<file path="src/rtl/lfsr_pkg.sv">
// Shared types and constants for the LFSR word controller: state encoding,
// feedback tap positions and register width.
package lfsr_pkg;

  typedef enum logic [1:0] {
    IDLE   = 2'd0,
    WARMUP = 2'd1,
    FILL   = 2'd2,
    HOLD   = 2'd3
  } state_t;

  localparam int LFSR_WIDTH = 32;
  localparam int TAP_A      = 31;
  localparam int TAP_B      = 6;
  localparam int TAP_C      = 5;
  localparam int TAP_D      = 1;

  localparam logic [LFSR_WIDTH-1:0] DEFAULT_SEED_C = 32'h0000_0001;

endpackage

</file>
<file path="src/rtl/lfsr_word_controller_core.sv">
// 32-bit Fibonacci LFSR register with a parallel load and a single-step enable;
// a load overrides a step in the same cycle.
module lfsr_core
  import lfsr_pkg::*;
(
  input  logic                  clock,
  input  logic                  reset,
  input  logic                  load_en,
  input  logic [LFSR_WIDTH-1:0] load_value,
  input  logic                  step_en,
  output logic [LFSR_WIDTH-1:0] q,
  output logic                  fb
);

  assign fb = q[TAP_A] ^ q[TAP_B] ^ q[TAP_C] ^ q[TAP_D];

  always_ff @(posedge clock) begin
    if (reset) begin
      q <= '0;
    end else if (load_en) begin
      q <= load_value;
    end else if (step_en) begin
      q <= {q[LFSR_WIDTH-2:0], fb};
    end
  end

endmodule

</file>
<file path="src/rtl/lfsr_word_controller.sv">
// Seeds and sequences an LFSR: warm-up, then packs feedback bits MSB-first into
// words handed out over valid/ready. Define LFSR_CTRL_WORD_COUNT_EN to add word_count.
module lfsr_word_controller
  import lfsr_pkg::*;
#(
  parameter int                    WORD_WIDTH    = 8,
  parameter int                    WARMUP_CYCLES = 64,
  parameter logic [LFSR_WIDTH-1:0] DEFAULT_SEED  = DEFAULT_SEED_C
)
(
  input  logic                  clock,
  input  logic                  reset,
  input  logic                  seed_valid,
  input  logic [LFSR_WIDTH-1:0] seed,
  output logic                  seed_ready,
  output logic                  word_valid,
  input  logic                  word_ready,
  output logic [WORD_WIDTH-1:0] word,
  output logic                  busy,
  output logic                  seeded
`ifdef LFSR_CTRL_WORD_COUNT_EN
  ,
  output logic [31:0]           word_count
`endif
);

  localparam logic [15:0] WARM_LAST = 16'((WARMUP_CYCLES == 0) ? 0 : WARMUP_CYCLES - 1);
  localparam logic [5:0]  BIT_LAST  = 6'(WORD_WIDTH - 1);

  state_t                  state;
  state_t                  state_next;
  logic [15:0]             warm_cnt;
  logic [5:0]              bit_cnt;
  logic                    accept;
  logic                    handshake;
  logic                    fb;
  logic [LFSR_WIDTH-1:0]   q;
  logic [LFSR_WIDTH-1:0]   load_value;

  assign seed_ready = (state == IDLE) || (state == HOLD);
  assign word_valid = (state == HOLD);
  assign busy       = (state == WARMUP) || (state == FILL);
  assign accept     = seed_valid && seed_ready;
  assign handshake  = word_valid && word_ready;
  // An all-zero seed would lock the LFSR, so it is replaced.
  assign load_value = (seed == '0) ? DEFAULT_SEED : seed;

  lfsr_core u_core (
    .clock      (clock),
    .reset      (reset),
    .load_en    (accept),
    .load_value (load_value),
    .step_en    (busy),
    .q          (q),
    .fb         (fb)
  );

  always_comb begin
    state_next = state;
    if (accept) begin
      if (WARMUP_CYCLES == 0) state_next = FILL;
      else                    state_next = WARMUP;
    end else begin
      case (state)
        WARMUP:  if (warm_cnt == WARM_LAST) state_next = FILL;
        FILL:    if (bit_cnt == BIT_LAST)   state_next = HOLD;
        HOLD:    if (handshake)             state_next = FILL;
        default: state_next = state;
      endcase
    end
  end

  always_ff @(posedge clock) begin
    if (reset) begin
      state    <= IDLE;
      warm_cnt <= '0;
      bit_cnt  <= '0;
      word     <= '0;
      seeded   <= 1'b0;
    end else begin
      state <= state_next;
      if (accept) begin
        seeded   <= 1'b1;
        warm_cnt <= '0;
        bit_cnt  <= '0;
      end else begin
        if (state == WARMUP) warm_cnt <= warm_cnt + 16'd1;
        if (state == FILL) begin
          // Truncating {word, fb} keeps the low bits, which also covers a 1-bit word.
          word    <= WORD_WIDTH'({word, fb});
          bit_cnt <= (bit_cnt == BIT_LAST) ? 6'd0 : bit_cnt + 6'd1;
        end
      end
    end
  end

`ifdef LFSR_CTRL_WORD_COUNT_EN
  always_ff @(posedge clock) begin
    if (reset || accept) begin
      word_count <= '0;
    end else if (handshake) begin
      word_count <= word_count + 32'd1;
    end
  end
`endif

endmodule

</file>
<file path="config.mk">
export PLATFORM = sky130hd
export DESIGN_NAME = lfsr_word_controller
export DESIGN_NICKNAME = d
export VERILOG_FILES = /design/src/rtl/lfsr_pkg.sv /design/src/rtl/lfsr_word_controller_core.sv /design/src/rtl/lfsr_word_controller.sv
export SDC_FILE = /design/constraint.sdc
export NUM_CORES = 1
export LEC_CHECK = 0
export CORE_MARGIN = 4
export CORE_UTILIZATION = 35
export CTS_CLUSTER_SIZE = 24
export DETAILED_ROUTE_END_ITERATION = 6
export RECOVER_POWER = 100
export REMOVE_ABC_BUFFERS = 1
export SETUP_SLACK_MARGIN = 0.15
export SLEW_MARGIN = 20
export SYNTH_ARGS = -nofsm -noshare
export SYNTH_HDL_FRONTEND = slang
export SYNTH_SLANG_ARGS = --single-unit
</file>
<file path="constraint.sdc">
create_clock -name clock -period 5 [get_ports clock]
set_input_delay 0.5 -clock clock [delete_from_list [all_inputs] [get_ports clock]]
set_output_delay 0.5 -clock clock [all_outputs]
set_load 0.01 [all_outputs]
</file>
Word level (Yosys, flattened, before mapping)
Cells that the tools add are included.

cells by class
  equal/unequal tests = 11
  add/subtract/negate cells = 2
  multiplexer cells = 9
  reductions and logical operators = 13
  bitwise operators = 4

operators with widths
  kind                                                                      count
  32-bit 2-to-1 mux                                                         3
  32-bit zero test                                                          1
  16-bit by 1-bit adder with 16-bit output (second input constant)          1
  16-bit by 6-bit equality test with 1-bit output (second input constant)   1
  4-bit AND reduction                                                       2
  6-bit by 1-bit adder with 6-bit output (second input constant)            1
  6-bit by 3-bit equality test with 1-bit output (second input constant)    1
  2-bit 2-to-1 mux                                                          3
  6-bit 2-to-1 mux                                                          1
  3-bit inequality test (second input constant)                             2
  2-bit one-hot mux with 3 select lines                                     1
  2-bit equality test (second input constant)                               2
  2-bit inequality test (second input constant)                             2
  4-bit nonzero test                                                        1
  3-bit by 1-bit inequality test with 1-bit output (second input constant)  1
  3-bit nonzero test                                                        1
  1-bit bitwise XOR                                                         3
  2-bit by 1-bit equality test with 1-bit output (second input constant)    1
  1-bit logical AND                                                         2
  2-bit zero test                                                           1
  1-bit logical OR                                                          2
  2-bit by 1-bit inequality test with 1-bit output (second input constant)  1
  2-bit AND reduction                                                       1
  2-bit nonzero test                                                        1
  3 further kinds                                                           3

word-level totals
  logic and storage cells = 46
  bits in registers = 65
  bits of input ports = 36

Longest topological paths before layout
Gate-level depths: netlist of the first run.

  word-level depth = 5
  depth in mapped cells = 7
  mapped depth without buffers = 6

Cells and area by module
A second synthesis of the first run with hierarchy kept.

unflattened totals
  cells, all modules = 353
  area, all modules = 3398.3 um2

modules (own cells, without submodules)
  module                cells an instance  seq. area each (um2)  area an instance (um2)  instances
  lfsr_word_controller  208                660.6                 1709.1                  1
  lfsr_core             145                640.6                 1689.1                  1

Worst setup path before layout of the first run
Ideal clock, no wire load.

  kind = reg2out
  from = reg state[0]
  to = out seed_ready
  arrival time = 1.527 ns
  stages on the path, launching flop included = 6
  path slack = 2.973 ns
  cell sequence = dfxtp_1 > inv_1 > ha_1 > clkbuf_1 > buf_1 > inv_1

between the ends
  longest elaborated chain between the ends = 2
  elaborated cells on any way between the ends = 3
  those cells by class = eq/ne: 1; reduce/logical: 2

RTL lines
  what                                                    RTL line                    source
  from (decl)                                             lfsr_word_controller.sv:30  state_t state;
  from (signal assigned)                                  lfsr_word_controller.sv:81  state <= state_next;
  2-bit equality test or 2-bit zero test (tied branches)  lfsr_word_controller.sv:40  assign seed_ready = (state == IDLE) || (state == HOLD);
  1-bit logical OR (*)                                    lfsr_word_controller.sv:40
  to (decl)                                               lfsr_word_controller.sv:15  output logic seed_ready,

Mark *: on every way between the ends. The rest lies on a longest branch, timed or not.

Worst setup path in the final report of the first run
  from = reg state[0]
  to = out busy

between the ends
  longest elaborated chain between the ends = 2
  elaborated cells on any way between the ends = 3
  those cells by class = eq/ne: 2; reduce/logical: 1

RTL lines
  what                                                                                   RTL line                    source
  2-bit by 1-bit equality test with 1-bit output or 2-bit equality test (tied branches)  lfsr_word_controller.sv:42  assign busy = (state == WARMUP) || (state == FILL);
  1-bit logical OR (*)                                                                   lfsr_word_controller.sv:42
  to (decl)                                                                              lfsr_word_controller.sv:19  output logic busy,

Marked as above.

==> results of run 1 <==
[cells in the final DEF, fill, tap and decap left out, types with 2 or more instances in the layout]
cell type         n
nand4_1           6
a211oi_1          4
clkbuf_8          9
ha_1              7
a21oi_1          39
or4_1             2
o21ai_0           7
xor2_1            5
nor2_1           92
or3_1             5
nand4bb_1         2
nand2_1           6
inv_1             5
clkdlybuf4s50_1  33
dfxtp_1          65
nor2b_1           2
nor3_1            7
mux2i_1          41
dlygate4sd3_1    13
clkinvlp_4        3
clkbuf_1          3
nand3_1           4
xnor2_1          12
nor4_1           10
[cells by family after synthesis]
| family | count (synthesis) | share of synthesized area, % |
|---|---|---|
| and+or+nand+nor | 145 | 22.17 |
| AOI/OAI and AO/OA | 53 | 10.11 |
| buffers and inverters | 29 | 4.279 |
| adders and majority gates | 7 | 2.852 |
| xor gates and xnor gates | 17 | 4.849 |
| muxes | 41 | 13.37 |
| DFF | 65 | 42.38 |
[per-layer routing]
layer / global-route usage [%] / vias to the layer above / part of all wire [%]
met5: 0 / - / 0
met3: 3.857 / 9 / 4.1
met2: 20.07 / 39 / 45
met1: 17.43 / 1138 / 50
met4: 3.374 / 0 / 1.1
li1: - / 1302 / -
[flip-flops by register name, summed over array words and instances (netlist names)]
| name | count |
|---|---|
| u_core.q | 32 |
| warm_cnt | 16 |
| word | 8 |
| bit_cnt | 6 |
| state | 2 |
| seeded | 1 |
[synthesized netlist by cell type, drive strengths merged]
master	n
nor3	7
xor2	5
or4	3
nor4b	1
inv	6
dfxtp	65
nand2b	1
nor3b	1
a21oi	39
a41o	1
ha	7
nand2	6
nand4bb	2
or2	1
o41ai	1
nor2b	2
nand3	5
buf	10
nor4	10
nor2	92
o21ai	7
and3	1
xnor2	12
mux2i	41
a211oi	5
and2b	1
or3	5
clkbuf	13
nand4	7
[final timing paths]
| check | end | depth (start not counted) | slack, ns | startpoint |
|---|---|---|---|---|
| setup / recovery | busy | 3 | 1.91 | state[0]$_SDFFE_PP0P_ |
| hold / removal | u_core.q[13]$_SDFFE_PP0P_ | 2 | 0.49 | u_core.q[12]$_SDFFE_PP0P_ |
| setup reg to reg | u_core.q[19]$_SDFFE_PP0P_ | 6 | 2.03 | state[0]$_SDFFE_PP0P_ |
| hold reg to reg | u_core.q[13]$_SDFFE_PP0P_ | 2 | 0.49 | u_core.q[12]$_SDFFE_PP0P_ |
[power by group through the flow]
stage / Sequential, mW / Clock [mW] / Combinational [mW]
detailed placement: 0.677 / 0 / 0.578
global placement: 0.677 / 0 / 0.569
global route: 0.679 / 0.462 / 0.641
CTS: 0.667 / 0.440 / 0.582
finish: 0.667 / 0.424 / 0.557
floorplan: 0.664 / 0 / 0.407
[final cells by class]
type	instances	area share, %
Clock inverter	5	1.534
Sequential cell	65	34.69
Multi-Input combinational cell	263	43.66
Tap cell	105	3.502
Clock buffer	10	3.402
Inverter	6	0.6004
Timing Repair Buffer	49	12.61
[worst register-to-register path: stages (launching register included)]
cell and delay [ns]:
dfxtp_1 0.39, inv_1 0.10, ha_1 1.03, clkbuf_1 0.95, nor2_1 0.12, a21oi_1 0.17
nor2_1 0.05
==> run_results.csv, run 1 <==
group,metric,value,unit
yosys,synth_warnings,0,
placement,place_congestion,0.7921,
yosys,synth_area_leaders,"dfxtp_1 42%, mux2i_1 13%, nor2_1 11%",
pwr,power_density,439.4,nW/um2
placement,dp_worst_setup_slack,2.505,ns
yosys,ys_seq_area_share,42.38,%
cells_and_area,antenna_cells,0,
critical_path,critPathMaxStageDelay,1.03,ns
cells_and_area,nets,437,
pwr,p_total,1.648,mW
pwr,power_frac_comb,33.8,%
floorplanning,design.core.area,8382,um2
sta,fin_crit,3.087,ns
cells_and_area,fin_util,44.75,%
cells_and_area,nFillCells,831,
detailed_routing,routed_wl,6234,um
pwr,p_leak,1.437,nW
cells_and_area,drive_above_1_share,5.276,%
critical_path,crit_family,"adder cells",
sta,fin_tns_setup,0,ns
critical_path,crit_type,"reg -> out",
yosys,ys_ff_latch,65,
critical_path,arrival,2.59,ns
critical_path,worst-path-buf-inv,2,
floorplanning,die_area,10330,um2
clocking,cts_made_buffers,9,
clocking,cts_root_buf,"clkbuf_8",
critical_path,path_cells,"inv_1, ha_1, dlygate4sd3_1",
yosys,synthCells,357,
global_route,grt_usage,12.88,%
pwr,clockPowerShare,25.7,%
cells_and_area,area_growth,22.17,%
min_path,hp-class,"reg -> reg",
sta,timing.hold.ws,0.4852,ns
global_route,antenna_found_initial,0,
critical_path,end_kind,"output port",
placement,placed_cell_area,3576,um2
placement,placed_cells,488,
detailed_routing,drc,0,
clocking,cts_sinks,65,
detailed_routing,vias_per_cell,4.946,
global_route,grt_overflow,0,
cells_and_area,regArea,1301,um2
clocking,cts.hold.buffers_added,0,
sta,worst_slew_pin_slew,1.267,ns
critical_path,start_kind,"flop",
placement,port_buffers,47,
clocking,htreeDepth,3,
clocking,clkLatencyLatePin,0.34,ns
cells_and_area,fin_area,3751,um2
outcome,status,"finished clean",
yosys,ys_types,37,
floorplanning,fp.dieW,101.7,um
yosys,synth_area_leader_cell,"dfxtp_1",
yosys,synth_area,3070,um2
pwr,switching_share,35.55,%
clocking,cts_tree,"done",
clocking,clkTransAtPathRegs,0.08,ns
floorplanning,start_util,36.63,%
sta,setup_slack,1.913,ns
yosys,synth.avg_cell_area,8.601,um2
placement,hpwlAfterDp,4428,um
sta,fin_crit_sh,61.73,%
detailed_routing,vias,2488,
pwr,switchingPower,585.9,uW
clocking,cts_resized,0,
global_route,first_global_vias,2359,
critical_path,critPathMaxFanout,39,
detailed_routing,avgRoutedWirePerCell,12.39,um
sta,slew_headroom,15.50,%
floorplanning,ioPinCount,48,
detailed_routing,drt_iter0_drc,64,
critical_path,crit_required,4.50,ns
critical_path,crit_slowest_cell,"ha_1",
detailed_routing,drt_first_pass_iters,4,
flow_run,maxCapViolCount,0,
clocking,clockBufferDepth,2,
sta,skew,0.01106,ns
pwr,p_int,1.062,mW
cells_and_area,multi_input_area,1638,um2
detailed_routing,drtAntennaViolNets,0,
clocking,post_cts_buffers,0,
pwr,seqPwrFrac,40.5,%
global_route,grt_max_degree,40,
sta,slew_violations,0,
sta,rsz0062_at_grt,"false",
yosys,synth_top_area_share,42.38,%
sta,setup_viol,0,
floorplanning,die_height,101.7,um
pwr,vdd_drop_max,252.7,uV
global_route,grt_pass1_wl,10800,um
cells_and_area,fin_cells,503,
floorplanning,row_count,33,
sta,hold_viol,0,
sta,timing.fmax,0.3240,GHz
(Power assumes the default switching activity.)
==> run 2, diff against run 1 <==
==> constraint.sdc (replaced) <==
create_clock -name clock -period 2.5 [get_ports clock]
set_input_delay 0.25 -clock clock [delete_from_list [all_inputs] [get_ports clock]]
set_output_delay 0.25 -clock clock [all_outputs]
set_load 0.01 [all_outputs]
==> run_results.csv, run 2 (synthesized netlist as in run 1, its figures left out) <==
group,metric,value,unit
sta,slew_headroom,47.23,%
pwr,switching_share,35.30,%
critical_path,arrival,1.98,ns
global_route,grt_usage,13.39,%
cells_and_area,nFillCells,819,
pwr,power_density,887.3,nW/um2
cells_and_area,layout.cells.most_common_list,"92 x nor2_1, 65 x dfxtp_1, 41 x mux2i_1",
critical_path,rr_worst_depth,6,
critical_path,reg2reg_from,"state[1]$_SDFFE_PP0P_",
detailed_routing,drc,0,
pwr,seqPwrFrac,39.7,%
floorplanning,row_count,33,
cells_and_area,regArea,1301,um2
sta,timing.fmax,0.4490,GHz
placement,placed_cells,492,
placement,port_buffers,47,
floorplanning,start_util,36.63,%
critical_path,critPathMaxFanout,16,
detailed_routing,vias,2498,
critical_path,startpoint,"state[1]$_SDFFE_PP0P_",
clocking,htreeDepth,3,
cells_and_area,fin_util,45.17,%
detailed_routing,avgRoutedWirePerCell,12.56,um
placement,place_congestion,0.8074,
global_route,first_global_vias,2396,
clocking,cts_root_buf,"clkbuf_8",
cells_and_area,largest_reg_flops,32,
detailed_routing,drt_first_pass_iters,4,
global_route,antenna_found_initial,0,
floorplanning,die_area,10330,um2
cells_and_area,antenna_cells,0,
sta,skew,0.008779,ns
critical_path,start_kind,"flop",
detailed_routing,vias_per_cell,4.917,
detailed_routing,drtAntennaViolNets,0,
floorplanning,ioPinCount,48,
outcome,status,"finished clean",
clocking,cts_made_buffers,9,
detailed_routing,routed_wl,6378,um
clocking,cts.hold.buffers_added,0,
critical_path,crit_required,2.25,ns
global_route,grt_pass1_wl,11120,um
pwr,power_frac_comb,34.0,%
floorplanning,fp.dieW,101.7,um
clocking,clockBufferDepth,2,
sta,slew_violations,0,
cells_and_area,multi_input_area,1634,um2
clocking,clkTransAtPathRegs,0.07,ns
critical_path,crit_type,"reg -> out",
clocking,post_cts_buffers,0,
pwr,switchingPower,1.186,mW
placement,placed_cell_area,3606,um2
placement,hpwlAfterDp,4576,um
critical_path,rrSetupSlack,0.32,ns
floorplanning,die_height,101.7,um
min_path,hp-class,"in -> reg",
min_path,hold_start,"seed_valid",
clocking,cts_tree,"done",
cells_and_area,fin_cells,508,
cells_and_area,nets,441,
detailed_routing,drt_iter0_drc,105,
sta,timing.hold.ws,0.3205,ns
sta,setup_viol,0,
min_path,worstHoldPathCells,5,
cells_and_area,final_common_cell,"nor2_1",
clocking,cts_sinks,65,
sta,setup_slack,0.2726,ns
sta,fin_crit_sh,89.10,%
placement,dp_worst_setup_slack,0.4559,ns
sta,rsz0062_at_grt,"false",
cells_and_area,regMostFlops,"u_core.q",
clocking,cts_resized,0,
pwr,vdd_drop_max,441.7,uV
cells_and_area,fin_area,3786,um2
min_path,whs_endpoint,"seeded$_SDFFE_PP0P_",
pwr,clockPowerShare,26.3,%
cells_and_area,area_growth,23.31,%
flow_run,maxCapViolCount,0,
sta,hold_viol,0,
sta,worst_slew_pin_slew,0.7916,ns
cells_and_area,largest_registers,"u_core.q: 32 flops, warm_cnt: 16 flops, word: 8 flops",
critical_path,end_kind,"output port",
critical_path,r2r-end,"warm_cnt[15]$_SDFFE_PP0P_",
clocking,clkLatencyLatePin,0.33,ns
sta,fin_crit,2.227,ns
pwr,p_leak,1.455,nW
global_route,grt_overflow,0,
cells_and_area,drive_above_1_share,6.452,%
global_route,grt_max_degree,35,
floorplanning,design.core.area,8382,um2
pwr,p_int,2.174,mW
-- run 2: power by group through the flow --
stage / clock network [mW] / registers, mW / logic, mW
2_1_floorplan: 0 / 1.33 / 0.813
3_3_place_gp: 0 / 1.35 / 1.18
3_5_place_dp: 0 / 1.35 / 1.19
4_1_cts: 0.915 / 1.33 / 1.20
5_1_grt: 0.960 / 1.36 / 1.31
6_report: 0.884 / 1.33 / 1.14
-- run 2: worst max-delay path, cell delays in order (launching register included) --
cell	delay (ns)
dfxtp_1	0.39
inv_1	0.10
ha_2	0.50
dlygate4sd3_1	0.65
-- run 2: worst max path at each step --
stage	to	slack, ns	cells past startpoint
2_1_floorplan	bit_cnt[0]$_SDFFE_PP0N_	-0.1	5
3_3_place_gp	warm_cnt[15]$_SDFFE_PP0P_	0.52	6
3_5_place_dp	warm_cnt[15]$_SDFFE_PP0P_	0.46	6
4_1_cts	seed_ready	0.27	4
5_1_grt	u_core.q[0]$_SDFFE_PP0P_	0.16	7
6_report	busy	0.27	3
-- run 2: final cells by class --
| class | count | area share, % |
|---|---|---|
| multi-input combinational | 263 | 43.16 |
| sequential | 65 | 34.37 |
| timing repair buffer | 53 | 13.22 |
| clock buffer | 11 | 3.734 |
| tap | 105 | 3.470 |
| clock inverter | 5 | 1.454 |
| inverter | 6 | 0.5948 |
-- run 2: metal layers --
| metal | track usage [%] | up-vias | wire length, um |
|---|---|---|---|
| li1 | - | 1313 | - |
| met1 | 17.92 | 1149 | 3118 |
| met2 | 21.18 | 31 | 2967 |
| met3 | 3.581 | 5 | 225 |
| met4 | 3.988 | 0 | 67 |
| met5 | 0 | - | 0 |
-- run 2: per-stage QoR --
stage          setup TNS, ns  total power, mW
4_1_cts                    0            3.451
6_report                   0            3.359
5_1_grt                    0            3.624
2_1_floorplan         -1.708            2.141
3_3_place_gp               0            2.530
3_5_place_dp               0            2.547
